`src/rtl/uart_pkg.sv`:
```
// Shared UART definitions: transmit FSM states, frame geometry and baud divisor helper.
// Imported by the transmitter and, later, the receiver.
package uart_pkg;

   typedef enum logic [2:0] {
      IDLE  = 3'd0,
      FETCH = 3'd1,
      START = 3'd2,
      DATA  = 3'd3,
      STOP  = 3'd4
   } uart_tx_state_t;

   localparam int UART_DATA_BITS = 8;

   // Integer clocks per bit; the fraction is dropped, matching the baud counter's wrap point.
   function automatic int clks_per_bit(input int clk_freq, input int baud);
      return clk_freq / baud;
   endfunction

endpackage

```
`src/rtl/uart_baud_counter.sv`:
```
// Bit-period timer: counts 0..CLKS_PER_BIT-1 while enabled and flags the last cycle of each bit.
// Held at zero when disabled so an idle link never free-runs.
module uart_baud_counter #(
   parameter int CLKS_PER_BIT = 4
) (
   input  logic clk,
   input  logic reset,
   input  logic clear,
   input  logic en,
   output logic bit_end
);

   localparam int CNT_W = $clog2(CLKS_PER_BIT);
   localparam logic [CNT_W-1:0] CNT_LAST = CNT_W'(CLKS_PER_BIT - 1);

   logic [CNT_W-1:0] count_r;

   assign bit_end = en && (count_r == CNT_LAST);

   // Bit-period counter with wrap at the bit boundary.
   always_ff @(posedge clk or posedge reset) begin
      if (reset) begin
         count_r <= {CNT_W{1'b0}};
      end else if (clear || !en) begin
         count_r <= {CNT_W{1'b0}};
      end else if (count_r == CNT_LAST) begin
         count_r <= {CNT_W{1'b0}};
      end else begin
         count_r <= count_r + CNT_W'(1);
      end
   end

endmodule

```
`src/rtl/uart_tx.sv`:
```
// 8N1 UART transmitter that drains bytes from a FIFO with a registered data_out.
// One FIFO read per frame, issued only from IDLE; the byte is captured in the following FETCH cycle.
module uart_tx
   import uart_pkg::*;
#(
   parameter int CLK_FREQ  = 100_000_000,
   parameter int BAUD_RATE = 115200
) (
   input  logic                      clk,
   input  logic                      reset,
   input  logic [UART_DATA_BITS-1:0] fifo_data,
   input  logic                      fifo_empty,
   output logic                      fifo_rd_en,
   output logic                      tx,
   output logic                      busy,
   output logic                      tx_done
);

   localparam int CLKS_PER_BIT = clks_per_bit(CLK_FREQ, BAUD_RATE);

   if (CLKS_PER_BIT < 2) begin : g_cpb_check
      $error("uart_tx: CLKS_PER_BIT must be at least 2");
   end

   uart_tx_state_t            state_r, state_s;
   logic [UART_DATA_BITS-1:0] shift_r, shift_s;
   logic [2:0]                bit_idx_r, bit_idx_s;
   logic                      tx_r, tx_s;
   logic                      tx_done_r, tx_done_s;
   logic                      rd_en_s;
   logic                      bit_end_s;
   logic                      baud_en_s;
   logic                      baud_clear_s;

   assign baud_en_s    = (state_r == START) || (state_r == DATA) || (state_r == STOP);
   assign baud_clear_s = (state_r == FETCH);

   uart_baud_counter #(
      .CLKS_PER_BIT(CLKS_PER_BIT)
   ) u_baud (
      .clk    (clk),
      .reset  (reset),
      .clear  (baud_clear_s),
      .en     (baud_en_s),
      .bit_end(bit_end_s)
   );

   // State register.
   always_ff @(posedge clk or posedge reset) begin
      if (reset) begin
         state_r <= IDLE;
      end else begin
         state_r <= state_s;
      end
   end

   // Frame datapath registers; tx is registered so the line never glitches.
   always_ff @(posedge clk or posedge reset) begin
      if (reset) begin
         shift_r   <= {UART_DATA_BITS{1'b0}};
         bit_idx_r <= 3'd0;
         tx_r      <= 1'b1;
         tx_done_r <= 1'b0;
      end else begin
         shift_r   <= shift_s;
         bit_idx_r <= bit_idx_s;
         tx_r      <= tx_s;
         tx_done_r <= tx_done_s;
      end
   end

   // Next-state and next-datapath logic.
   always_comb begin
      state_s   = state_r;
      shift_s   = shift_r;
      bit_idx_s = bit_idx_r;
      tx_s      = tx_r;
      tx_done_s = 1'b0;
      rd_en_s   = 1'b0;
      case (state_r)
         IDLE: begin
            tx_s = 1'b1;
            // Reset gating keeps the read strobe quiet while the link is held in reset.
            if (!fifo_empty && !reset) begin
               rd_en_s = 1'b1;
               state_s = FETCH;
            end else begin
               state_s = IDLE;
            end
         end
         FETCH: begin
            shift_s   = fifo_data;
            bit_idx_s = 3'd0;
            tx_s      = 1'b0;
            state_s   = START;
         end
         START: begin
            if (bit_end_s) begin
               tx_s    = shift_r[0];
               state_s = DATA;
            end else begin
               tx_s = 1'b0;
            end
         end
         DATA: begin
            if (bit_end_s) begin
               shift_s   = {1'b0, shift_r[UART_DATA_BITS-1:1]};
               bit_idx_s = bit_idx_r + 3'd1;
               if (bit_idx_r == 3'd7) begin
                  tx_s    = 1'b1;
                  state_s = STOP;
               end else begin
                  tx_s = shift_r[1];
               end
            end else begin
               tx_s = tx_r;
            end
         end
         STOP: begin
            tx_s = 1'b1;
            if (bit_end_s) begin
               tx_done_s = 1'b1;
               state_s   = IDLE;
            end else begin
               state_s = STOP;
            end
         end
         default: begin
            tx_s    = 1'b1;
            state_s = IDLE;
         end
      endcase
   end

   assign fifo_rd_en = rd_en_s;
   assign tx         = tx_r;
   assign tx_done    = tx_done_r;
   assign busy       = (state_r != IDLE);

endmodule

```
`config.mk`:
```
export PLATFORM = sky130hd
export DESIGN_NAME = uart_tx
export DESIGN_NICKNAME = d
export VERILOG_FILES = /design/src/rtl/uart_pkg.sv /design/src/rtl/uart_baud_counter.sv /design/src/rtl/uart_tx.sv
export SDC_FILE = /design/constraint.sdc
export NUM_CORES = 1
export LEC_CHECK = 0
export CORE_UTILIZATION = 40
export CTS_BUF_LIST = sky130_fd_sc_hd__clkbuf_16
export CTS_CLUSTER_DIAMETER = 80
export DETAILED_ROUTE_END_ITERATION = 10
export PLACE_DENSITY = 0.67
export SLEW_MARGIN = 15
export SYNTH_ARGS = -nofsm -noshare
export SYNTH_HDL_FRONTEND = slang
export SYNTH_SLANG_ARGS = --single-unit
export TNS_END_PERCENT = 50
```
`constraint.sdc`:
```
create_clock -name clk -period 1.58 [get_ports clk]
set_input_delay 0.316 -clock clk [delete_from_list [all_inputs] [get_ports clk]]
set_output_delay 0.316 -clock clk [all_outputs]
set_load 0.05 [all_outputs]
```
==> results.json <==
{
  "htree_num_levels": 1,
  "clk_pin_slew_worst_paths_ns": 0.06,
  "worstMarginPinSlew_ns": 0.347,
  "count_of_maximum_capacitance_violations": 0,
  "reg2reg_from": "u_baud.count_r[7]",
  "start_util_pct": 42.9,
  "cts-root-buf": "sky130_fd_sc_hd__clkbuf_16",
  "wire_per_inst_um": 14.0,
  "syn_area_per_cell_um2": 9.93,
  "finalNetCount": 181,
  "grt.total_usage_pct": 17.5,
  "maxSlewHeadroom_pct": 76.7,
  "finalWirelength_um": 2940,
  "top_area_cells_in_the_synthesized_netlist": "sky130_fd_sc_hd__dfrtp_1, sky130_fd_sc_hd__o22ai_1, sky130_fd_sc_hd__nor2_1",
  "worst_ep_arrival_time_ns": 1.38,
  "violations": "setup timing",
  "startpoint_to_endpoint_class_of_the_critical_path": "reg2out",
  "min_period_over_period_pct": 107,
  "grt_first_pass_wirelength_um": 4670,
  "dieArea_um2": 3560,
  "die_height_um": 59.7,
  "pre_cts_ws_ns": 0.00372,
  "worst_setup_path_end_kind": "primary output",
  "hold_class": "in2async",
  "routed_via_density": 5.37,
  "synth_seq_cells": 26,
  "synth_sequential_area_ratio_pct": 49.0,
  "dp_hpwl_um": 2050,
  "timing.fmax_mhz": 590,
  "route.detailed.drc": 0,
  "cts_tree": "yes",
  "core_area_um2": 3100,
  "postRouteAntennaNets": 0,
  "ff_latch_area_um2": 653,
  "area.growth.synth_to_final_pct": 33.6,
  "finalInstanceArea_um2": 1780,
  "hold_ws_ns": 0.509,
  "timing.clock.skew_ns": 0.00453,
  "worstPathMaxFanout": 4,
  "gr-total-overflow": 0,
  "dr_total_vias": 1128,
  "filler_cell_count": 292,
  "placement_rows": 20,
  "final-setup-viol-count": 1,
  "power.density_nw_per_um2": 1250,
  "status": "complete, but fails checks",
  "first_iteration_detailed_routing_drc_count": 84,
  "n_antenna_cell": 0,
  "clk-insertion-delay-late_ns": 0.26,
  "largest_area_contributor_in_the_synthesized_netlist": "sky130_fd_sc_hd__dfrtp_1",
  "dpl_cell_area_um2": 1610,
  "post-route-min-period_ns": 1.69,
  "synthesis.yosys.warnings": 0,
  "final_critical_path_setup_slack_ns": -0.115,
  "fp.dieW_um": 59.7,
  "worstRegToRegCells": 4,
  "synth_top_area_share_pct": 47.0,
  "vias_in_the_first_global_route": 1068,
  "synth_top_cells_by_count": "sky130_fd_sc_hd__dfrtp_1, sky130_fd_sc_hd__nor2_1, sky130_fd_sc_hd__nand2_1, sky130_fd_sc_hd__o22ai_1",
  "postCtsHoldBufs": 0,
  "post-synth-top-count-cell": "sky130_fd_sc_hd__dfrtp_1",
  "synth.cell_area_um2": 1330,
  "r2r_slack_ns": 0.02,
  "leakagePower_uw": 0.000761,
  "irDropWorstVdd_v": 0.00113,
  "post_synth_inst_count": 134,
  "post_route_cells_drive_above_1_share_pct": 25.3,
  "portBuffers": 14,
  "largest_net_degree_at_the_start_of_global_routing": 27,
  "placer_congestion_estimate": 0.723,
  "cts.sink_count": 26,
  "ys_async_sr_fraction_pct": 100,
  "cp-start-kind": "flop",
  "clock_path_buffers": 2,
  "crit-reg2reg-capture": "state_r[2]",
  "numCtsBuffers": 3,
  "synth_edf_count": 0,
  "grt_setup_unrepaired": "yes",
  "ys_dominant_reg_cell": "sky130_fd_sc_hd__dfrtp_1",
  "antenna_found_initial": 0,
  "drt_pre_antenna_iters": 4,
  "io-pin-count": 15,
  "worst_ep_required_time_ns": 1.26,
  "timing.final.max_slew_violations": 0,
  "synth_nets": 148,
  "synth.distinct_cells": 38,
  "multi_input_area_um2": 673,
  "final-hold-violation-count": 0
}
==> worst max-delay path by stage <==
| stage | endpoint | cells past startpoint | slack [ns] | from |
|---|---|---|---|---|
| floorplan | state_r[0] | 5 | -0.27 | state_r[0] |
| global placement | state_r[2] | 4 | 0.03 | u_baud.count_r[3] |
| detailed placement | state_r[2] | 4 | 0.004 | u_baud.count_r[3] |
| CTS | fifo_rd_en | 3 | -0.13 | state_r[1] |
| global route | fifo_rd_en | 3 | -0.17 | state_r[0] |
| finish | fifo_rd_en | 3 | -0.11 | state_r[0] |
==> state kept, by name, indices dropped and copies added, names as in the netlist <==
name / flops
u_baud.count_r: 10
shift_r: 8
bit_idx_r: 3
state_r: 3
tx: 1
tx_done: 1
==> layout by cell type, fill, tap and decap left out, types with 2 or more instances in the layout <==
| master | n |
|---|---|
| sky130_fd_sc_hd__xor2_1 | 2 |
| sky130_fd_sc_hd__nand2_1 | 11 |
| sky130_fd_sc_hd__xnor2_1 | 6 |
| sky130_fd_sc_hd__and3_1 | 2 |
| sky130_fd_sc_hd__nand4_1 | 4 |
| sky130_fd_sc_hd__o22ai_1 | 11 |
| sky130_fd_sc_hd__ha_1 | 3 |
| sky130_fd_sc_hd__clkbuf_16 | 3 |
| sky130_fd_sc_hd__buf_12 | 2 |
| sky130_fd_sc_hd__and3_4 | 2 |
| sky130_fd_sc_hd__buf_4 | 21 |
| sky130_fd_sc_hd__nor2_1 | 15 |
| sky130_fd_sc_hd__nor3_1 | 5 |
| sky130_fd_sc_hd__a2bb2oi_1 | 2 |
| sky130_fd_sc_hd__o211ai_1 | 2 |
| sky130_fd_sc_hd__clkdlybuf4s50_1 | 10 |
| sky130_fd_sc_hd__inv_1 | 5 |
| sky130_fd_sc_hd__dfrtp_1 | 24 |
| sky130_fd_sc_hd__o21ai_0 | 2 |
| sky130_fd_sc_hd__a21oi_1 | 5 |
| sky130_fd_sc_hd__nand3_1 | 6 |
==> cells by family after synthesis <==
logic type / Yosys count / synth area share (%)
compound gates: 31 / 15.9
simple gates: 54 / 22.1
flops: 26 / 49.0
mux: 1 / 0.753
buf+inv: 11 / 4.14
xor+xnor: 8 / 5.27
fa+ha+maj: 3 / 2.82
==> final cells by class <==
cell class	instances	area share, %
clock inverter	1	0.211
multi-input combinational	98	37.9
inverter	5	1.06
sequential	26	36.8
tap	44	3.10
timing repair buffer	33	16.8
clock buffer	3	4.23
==> where the power goes <==
group	internal, uW	total, uW	switching, uW
Sequential	812	942	129
Combinational	377	728	351
Clock	338	555	217
==> worst max-delay path, cell delays in order (launching register included) <==
cell	delay (ns)
sky130_fd_sc_hd__dfrtp_1	0.42
sky130_fd_sc_hd__or3_4	0.36
sky130_fd_sc_hd__nor3_4	0.18
sky130_fd_sc_hd__buf_12	0.16
==> per-stage QoR <==
step	std cells	power, uW	setup TNS (ns)	utilization (%)
after global placement	199	1610	0	52.0
after global routing	210	2370	-0.759	57.3
after CTS	205	2210	-0.131	55.0
after floorplan	134	1360	-0.448	-
after detailed placement	199	1640	0	52.0
final	210	2220	-0.115	57.3
==> per-layer routing <==
layer  vias to the layer above  track usage [%]  share of wire, %
met2                        20             29.4                50
met5                         -                0                 0
met3                         4             4.11               3.1
met1                       555             22.2                46
li1                        549                -                 -
met4                         0             5.32              0.95
==> repair_timing <==
action | in CTS | in global routing
cloned | 0 | 1
hold endpoints to repair | 0 | 0
setup buffers | 2 | 4
gates resized for setup | 0 | 10
pin swaps | 2 | 15
setup endpoints to repair | 2 | 22
Note: power is estimated with default switching activity, not from simulation.
